File: src/rtl/trunc_pkg.sv
// rtl/trunc_pkg.sv - shared helpers for the truncation-position controller
package trunc_pkg;

  // Ceiling log2 with a floor of 1 so a width derived from it is never zero.
  function automatic int clog2_int(input int value);
    int w;
    w = 1;
    while ((1 << w) < value) w++;
    return w;
  endfunction

  function automatic int pos_min(input int o_width);
    return o_width - 1;
  endfunction

  function automatic int clamp_pos(input int pos, input int o_width, input int i_width);
    if (pos < pos_min(o_width)) return pos_min(o_width);
    if (pos > i_width - 1) return i_width - 1;
    return pos;
  endfunction

endpackage

File: src/rtl/lead_one_enc.sv
// rtl/lead_one_enc.sv - combinational leading-one priority encoder
module lead_one_enc #(
  parameter int WIDTH = 29,
  parameter int IDX_W = 5
) (
  input  logic [WIDTH-1:0] din,
  output logic [IDX_W-1:0] idx,
  output logic             zero
);

  always_comb begin
    idx = '0;
    for (int i = 0; i < WIDTH; i++) begin
      if (din[i]) idx = IDX_W'(i);
    end
  end

  assign zero = (din == '0);

endmodule

File: src/rtl/trunc_pos_ctrl.sv
// rtl/trunc_pos_ctrl.sv - block peak tracker that picks the truncator MSB position
module trunc_pos_ctrl
  import trunc_pkg::*;
#(
  parameter int DATA_I_WIDTH = 30,
  parameter int DATA_O_WIDTH = 12,
  parameter int BLOCK_LEN    = 1024,
  parameter int HEADROOM     = 0,
  parameter int POS_W        = clog2_int(DATA_I_WIDTH)
) (
  input  logic                    clk,
  input  logic                    rst,
  input  logic [DATA_I_WIDTH-1:0] data_in,
  input  logic                    data_in_valid,
  input  logic                    manual_en,
  input  logic [POS_W-1:0]        manual_pos,
  input  logic                    freeze,
  output logic [POS_W-1:0]        trunc_pos,
  output logic                    trunc_pos_valid,
  output logic                    pos_update,
  output logic                    block_done,
  output logic [POS_W-1:0]        peak_msb,
  output logic                    clip_flag
);

  localparam int MAG_W = DATA_I_WIDTH - 1;
  localparam int CNT_W = clog2_int(BLOCK_LEN);

  logic [MAG_W-1:0] mag;
  logic [MAG_W-1:0] acc;
  logic [MAG_W-1:0] snap;
  logic [CNT_W-1:0] cnt;
  logic             snap_vld;
  logic             last_sample;
  logic [POS_W-1:0] enc_idx;
  logic             snap_zero;
  logic [POS_W-1:0] peak_idx;
  logic [POS_W-1:0] cand;
  logic [POS_W-1:0] manual_clamped;
  logic [POS_W-1:0] pos_nxt;
  logic             pos_valid_nxt;

  // One's-complement magnitude: the most negative input cannot overflow.
  assign mag         = data_in[MAG_W-1:0] ^ {MAG_W{data_in[MAG_W]}};
  assign last_sample = data_in_valid && (cnt == CNT_W'(BLOCK_LEN - 1));

  always_ff @(posedge clk) begin
    if (rst) begin
      cnt      <= '0;
      acc      <= '0;
      snap     <= '0;
      snap_vld <= 1'b0;
    end else begin
      snap_vld <= last_sample;
      if (data_in_valid) begin
        if (last_sample) begin
          snap <= acc | mag;
          acc  <= '0;
          cnt  <= '0;
        end else begin
          acc <= acc | mag;
          cnt <= cnt + CNT_W'(1);
        end
      end
    end
  end

  lead_one_enc #(
    .WIDTH(MAG_W),
    .IDX_W(POS_W)
  ) u_enc (
    .din (snap),
    .idx (enc_idx),
    .zero(snap_zero)
  );

  assign peak_idx       = snap_zero ? '0 : enc_idx;
  assign cand           = POS_W'(clamp_pos(int'(peak_idx) + 1 + HEADROOM, DATA_O_WIDTH, DATA_I_WIDTH));
  assign manual_clamped = POS_W'(clamp_pos(int'(manual_pos), DATA_O_WIDTH, DATA_I_WIDTH));

  // Manual wins over freeze; auto attacks immediately but decays one bit per block.
  always_comb begin
    pos_nxt       = trunc_pos;
    pos_valid_nxt = trunc_pos_valid;
    if (manual_en) begin
      pos_nxt       = manual_clamped;
      pos_valid_nxt = 1'b1;
    end else if (snap_vld && !freeze) begin
      pos_valid_nxt = 1'b1;
      if (!trunc_pos_valid)      pos_nxt = cand;
      else if (cand > trunc_pos) pos_nxt = cand;
      else if (cand < trunc_pos) pos_nxt = trunc_pos - POS_W'(1);
    end
  end

  always_ff @(posedge clk) begin
    if (rst) begin
      trunc_pos       <= POS_W'(DATA_I_WIDTH - 1);
      trunc_pos_valid <= 1'b0;
      pos_update      <= 1'b0;
      block_done      <= 1'b0;
      peak_msb        <= '0;
      clip_flag       <= 1'b0;
    end else begin
      trunc_pos       <= pos_nxt;
      trunc_pos_valid <= pos_valid_nxt;
      pos_update      <= (pos_nxt != trunc_pos);
      block_done      <= snap_vld;
      if (snap_vld) peak_msb <= peak_idx;
      clip_flag       <= data_in_valid && ((mag >> trunc_pos) != '0);
    end
  end

endmodule

File: config.mk
export PLATFORM = sky130hd
export DESIGN_NAME = trunc_pos_ctrl
export DESIGN_NICKNAME = d
export VERILOG_FILES = /design/src/rtl/trunc_pkg.sv /design/src/rtl/lead_one_enc.sv /design/src/rtl/trunc_pos_ctrl.sv
export SDC_FILE = /design/constraint.sdc
export NUM_CORES = 1
export LEC_CHECK = 0
export BUFFER_PORTS_ARGS = -buffer_cell sky130_fd_sc_hd__clkbuf_2
export CORE_UTILIZATION = 50
export CTS_CLUSTER_DIAMETER = 80
export DETAILED_ROUTE_END_ITERATION = 10
export PLACE_DENSITY = 0.69
export REMOVE_ABC_BUFFERS = 1
export SKIP_CTS_REPAIR_TIMING = 1
export SLEW_MARGIN = 20
export SYNTH_ARGS = -nofsm -noshare
export SYNTH_HDL_FRONTEND = slang
export SYNTH_SLANG_ARGS = --single-unit
File: constraint.sdc
create_clock -name clk -period 5.7 [get_ports clk]
set_input_delay 0.57 -clock clk [delete_from_list [all_inputs] [get_ports clk]]
set_output_delay 0.57 -clock clk [all_outputs]
set_load 0.03 [all_outputs]
==> results of run 1 <==
[cell families (layout without fill, tap and decap cells)]
family                     after synthesis  after routing  share of synthesized area [%]
muxes                                   30             30                          5.766
xor gates and xnor gates                54             54                          8.970
and+or+nand+nor                        279            279                          24.35
DFF                                     83             83                          31.51
AOI/OAI and AO/OA                      178            178                          22.73
adders and majority gates               10             10                          2.373
buffers and inverters                   60            101                          4.295
[synth_stat cells (2+ instances only)]
cell,instances
mux2i_1,27
nor2b_1,10
dfxtp_1,83
a31oi_1,3
a22o_1,2
a21o_1,3
or4_1,5
a221oi_1,2
buf_1,3
xnor2_1,16
nand3b_1,4
a2111oi_0,3
o31ai_1,7
o21bai_1,3
mux2_2,3
o211ai_1,11
nand2_1,40
a21oi_1,54
nor4_1,12
ha_1,10
inv_1,16
xor2_1,38
nand2b_1,4
nand4_1,6
o311ai_0,3
o211a_1,2
and4_1,2
or2_2,4
a211oi_1,37
o21ai_0,25
o22ai_1,2
o2111ai_1,3
and3_1,8
and2_1,5
nand3_1,14
nor2_1,147
clkbuf_1,38
nor3_1,13
a311oi_1,3
a41oi_1,2
[cells in the final DEF, fill, tap and decap left out, types with 16 or more instances in the layout]
cell,instances
a21oi_1,52
xnor2_1,16
xor2_1,38
o21ai_0,24
mux2i_1,27
nand2_1,40
a211oi_1,37
nor2_1,146
dfxtp_1,82
clkbuf_2,53
inv_1,16
[stage by stage]
step                      area, sq um  util [%]  setup slack, ns
after floorplan                  5114         -           0.5507
after global placement           5657     55.04           0.3005
after detailed placement         5657     55.04           0.1191
after CTS                        5834     56.77           0.1118
after global routing             5878     57.19          0.02136
final                            5878     57.19           0.4196
[tightest hold or removal path, stage by stage (launching register included)]
cell,delay (ns)
dfxtp_1,0.34
a21oi_1,0.04
nor2_1,0.07
[power groups by stage]
stage                     Clock (W)  Combinational [W]  Sequential, W
final                      0.000404           0.000248       0.000618
after global routing       0.000440           0.000276       0.000621
after CTS                  0.000416           0.000245       0.000618
after detailed placement          0           0.000244       0.000631
after global placement            0           0.000242       0.000630
after floorplan                   0           0.000139       0.000644
[worst paths after layout]
path                              start               endpoint  slack [ns]  cells past startpoint
hold / removal      acc[3]$_SDFFE_PP0P_    acc[3]$_SDFFE_PP0P_        0.47                      2
setup / recovery  snap[21]$_SDFFE_PP0P_  pos_update$_SDFF_PP0_        0.42                     23
hold reg to reg     acc[3]$_SDFFE_PP0P_    acc[3]$_SDFFE_PP0P_        0.47                      2
setup reg to reg  snap[21]$_SDFFE_PP0P_  pos_update$_SDFF_PP0_        0.42                     23
[layout make-up]
class                   instances  area [sq um]
fillers                      1019          4399
multi-input cells             551          3430
flip-flops and latches         83          1663
repair buffers                 67         370.4
well taps                     136         170.2
clock buffers                  10         127.6
inverters                      18         67.56
clock inverters                 6         50.05
[state kept, by name, indices dropped and copies added (netlist names)]
name / flops
acc: 29
snap: 29
cnt: 10
peak_msb: 5
trunc_pos: 5
block_done: 1
clip_flag: 1
pos_update: 1
snap_vld: 1
trunc_pos_valid: 1
[metal layers]
layer / share of wire, % / GRT usage [%]
met4: 2.7 / 12.68
met1: 45 / 36.56
met2: 46 / 45.98
met3: 5.9 / 5.802
met5: 0 / 0
==> results.txt, run 1 <==
cell family with most CP delay: compound AO/OA/AOI/OAI gates
Syn Inst Count: 694
internal power: 0.0008556 W
share of cells above drive strength 1: 14.69%
Rel. slew slack: 44.40%
Routed Antenna Nets: 0
vias in the first global route: 4950
Final Max Slew Viols: 0
dpl cells: 855
first-pass GRT wire length: 24810 um
Total Wirelength: 15270 um
crit-path max FO: 8
Initial Utilization: 51.30%
CTS tree: built
CTS sink cnt: 83
DPL Wire Length: 11000 um
Mean Syn Cell Area: 7.597 sq um
Synth async-reset ratio: 0%
total global-route track usage: 28.46%
slowest stage delay, CP: 0.59 ns
Buf/Inv on CP: 3
Overall Power: 0.001270 W
vias per inst: 5.954
top post-synthesis cells by area: dfxtp_1 (32%), nor2_1 (10%), xor2_1 (6.3%)
die height: 104.7 um
Vias: 5186
warnings from Yosys: 0
Yosys reg bits: 83
switching portion of total power: 32.65%
IO Count: 54
unrepaired setup endpoints after global routing: no
fin cells: 871
Main synth FF type: dfxtp_1
Max Fclk: 189.4 MHz
CP max-delay cell: or4_4
worst slew pin tran: 0.8341 ns
Yosys top cell by area: dfxtp_1
Hold Crit Class: reg2reg
Post-synth EDFFs: 0
crit path DAT: 5.52 ns
grt ovf: 0
H-tree levels: 3
CTS clk-pin slew, worst paths: 0.10 ns
Gate power share: 19.6%
clock latency on the worst-skew pair: 0.36 ns
Clock Skew: 0.01147 ns
row count: 37
Mapped Area: 5273 sq um
cts bufs inserted: 9
PwrDens: 216.1 nW/um^2
status: completed
Worst Path Required: 5.94 ns
Synth cell types: 61
crit path kind: reg2reg
RePlAce Congestion: 0.8985
crit end category: flip-flop
First-pass DRT Iterations: 5
die area: 10960 sq um
Core Area: 10280 sq um
Seq pwr share: 48.6%
CP Launch Type: flip-flop
ant diodes: 0
Layout area overhead: 11.49%
initial antenna violation count: 0
Die W: 104.7 um
max_cap viols: 0
Clock power frac: 31.8%
Nets: 780
Tmin final: 5.280 ns
final setup vio count: 0
Final Hold Viols: 0
Setup TNS: 0 ns
CTS max path bufs: 2
final cycle utilization of the critical path: 92.64%
Starting DRT DRC Count: 282
top cell type's share of synthesized area: 31.51%
register area share after synthesis: 31.51%
WL/cell: 17.53 um
Psw: 0.0004147 W
largest net degree at the start of global routing: 63
Root Buffer: clkbuf_8
number of buffers inserted by port buffering: 53
Hold Slack: 0.4743 ns
worst vdd ir: 0.0001423 V
Residual DRC: 0
Critical Path, Cell by Cell: or4_4 -> nor4_4 -> a41oi_2 -> o311a_2 -> ha_1 -> and2_1 -> o221ai_1 -> buf_4 -> a311oi_2 -> a211o_2 -> a21oi_2 -> inv_1 -> ha_1 -> nor2b_2 -> o2111ai_2 -> a21o_1 -> nand2_1 -> nand3_1 -> buf_4 -> nor2_1 -> mux2_2 -> nor3_1 -> a31oi_1
P_leak: 2.409 nW
Power figures use the tool's default switching activity.
==> run 2, diff against run 1 <==
--- a/config.mk
+++ b/config.mk
@@ -7,6 +7,7 @@
 export LEC_CHECK = 0
 export BUFFER_PORTS_ARGS = -buffer_cell sky130_fd_sc_hd__clkbuf_2
 export CORE_UTILIZATION = 50
+export CTS_BUF_LIST = sky130_fd_sc_hd__clkbuf_4
 export CTS_CLUSTER_DIAMETER = 80
 export DETAILED_ROUTE_END_ITERATION = 10
 export PLACE_DENSITY = 0.69
==> run 2 against run 1 <==
  * Final cell count did not move
  * Maximum frequency is essentially flat
  * Non-clock buffer count stayed put
  * Sequential cell count did not move
  * Setup slack improved by 0.00088 ns
  * Wire length is 0.26% lower
  * Global-route usage decreased by 0.11 points
  * Total power is 5.6% lower
  * First-iteration DRC count is 1.4% lower
==> results.txt, run 2 (synthesis gave the netlist of run 1 again) <==
CTS tree: built
status: completed
Hold Slack: 0.4509 ns
Max Fclk: 189.4 MHz
Total Wirelength: 15230 um
Overall Power: 0.001200 W
vias per inst: 5.974
number of buffers inserted by port buffering: 53
crit path kind: reg2reg
crit end category: flip-flop
Placed Area: 5657 sq um
Top Registers: acc x29, snap x29, cnt x10
CTS sink cnt: 83
P_leak: 2.389 nW
worst slew pin tran: 0.8284 ns
Root Buffer: clkbuf_4
vias in the first global route: 4974
First-pass DRT Iterations: 5
design area: 5826 sq um
die height: 104.7 um
clock latency on the worst-skew pair: 0.45 ns
CTS clk-pin slew, worst paths: 0.15 ns
Final Max Slew Viols: 0
die area: 10960 sq um
crit path DAT: 5.61 ns
ant diodes: 0
Vias: 5203
largest net degree at the start of global routing: 63
Worst Path Required: 6.03 ns
DPL Wire Length: 11000 um
commonest non-fill, non-tap cell in the layout: nor2_1
RePlAce Congestion: 0.8985
IO Count: 54
Routed Antenna Nets: 0
grt ovf: 0
PwrDens: 205.9 nW/um^2
cts bufs inserted: 9
filler cell count: 1022
WL/cell: 17.48 um
commonest non-fill, non-tap cells in the layout: nor2_1 (146), dfxtp_1 (82), clkbuf_2 (53)
final cycle utilization of the critical path: 92.62%
unrepaired setup endpoints after global routing: no
Residual DRC: 0
Final Hold Viols: 0
Initial Utilization: 51.30%
final setup vio count: 0
first-pass GRT wire length: 24750 um
Starting DRT DRC Count: 278
worst vdd ir: 0.0001397 V
crit-path max FO: 8
Tmin final: 5.279 ns
Layout area overhead: 10.49%
Setup TNS: 0 ns
Hold Crit Class: in2reg
Nets: 780
Die W: 104.7 um
Core Area: 10280 sq um
H-tree levels: 3
max_cap viols: 0
CP Launch Type: flip-flop
total global-route track usage: 28.35%
share of cells above drive strength 1: 14.83%
initial antenna violation count: 0
CTS max path bufs: 2
row count: 37
Rel. slew slack: 44.77%
Clock Skew: 0.02454 ns
Core Util, Final: 56.68%
## run 2: cell types whose count changed in the layout (fill, tap and decap cells not counted)
cell | before | now
clkbuf_4 | 0 | 10
clkbuf_1 | 1 | 0
clkbuf_8 | 9 | 0
## run 2: layout make-up
type | count | area [sq um] | share of cell area, %
clock buffers | 10 | 75.07 | 1.289
clock inverters | 6 | 50.05 | 0.8591
well taps | 136 | 170.2 | 2.921
inverters | 18 | 67.56 | 1.160
repair buffers | 67 | 370.4 | 6.357
multi-input cells | 551 | 3430 | 58.87
flip-flops and latches | 83 | 1663 | 28.54
## run 2: critical path: stages (launching register included)
cell       delay [ns]
dfxtp_1          0.40
or4_4            0.59
nor4_4           0.30
a41oi_2          0.16
o311a_2          0.22
ha_1             0.25
and2_1           0.18
o221ai_1         0.20
buf_4            0.19
a311oi_2         0.05
a211o_2          0.39
a21oi_2          0.16
inv_1            0.07
ha_1             0.29
nor2b_2          0.17
o2111ai_2        0.25
a21o_1           0.24
nand2_1          0.12
nand3_1          0.16
buf_4            0.16
nor2_1           0.04
mux2_2           0.28
nor3_1           0.19
a31oi_1          0.10
## run 2: power breakdown
part | total [W] | internal [W] | switching (W) | leakage, nW
logic | 0.000249 | 0.0000901 | 0.000159 | 1.65
registers | 0.000619 | 0.000603 | 0.0000152 | 0.677
clock network | 0.000332 | 0.0000989 | 0.000233 | 0.0572
total | 0.00120 | 0.000792 | 0.000407 | 2.39
## run 2: worst paths after layout
path / cells past startpoint / slack, ns / start / endpoint
worst max-delay path: 23 / 0.42 / snap[21]$_SDFFE_PP0P_ / pos_update$_SDFF_PP0_
worst min-delay path: 3 / 0.45 / manual_pos[4] / trunc_pos[3]$_SDFF_PP1_
worst max register to register: 23 / 0.42 / snap[21]$_SDFFE_PP0P_ / pos_update$_SDFF_PP0_
worst min register to register: 2 / 0.48 / acc[22]$_SDFFE_PP0P_ / acc[22]$_SDFFE_PP0P_
## run 2: routing by layer
layer | global-route usage, % | wire length [um]
met1 | 36.48 | 6794
met2 | 45.22 | 6886
met3 | 5.802 | 977
met4 | 13.68 | 568
met5 | 0 | 0
## run 2: stage by stage
| step | setup WS, ns | instances |
|---|---|---|
| 2_1_floorplan | 0.5507 | 652 |
| 3_3_place_gp | 0.3005 | 855 |
| 3_5_place_dp | 0.1191 | 855 |
| 4_1_cts | 0.1006 | 871 |
| 5_1_grt | 0.01622 | 871 |
| 6_report | 0.4205 | 871 |
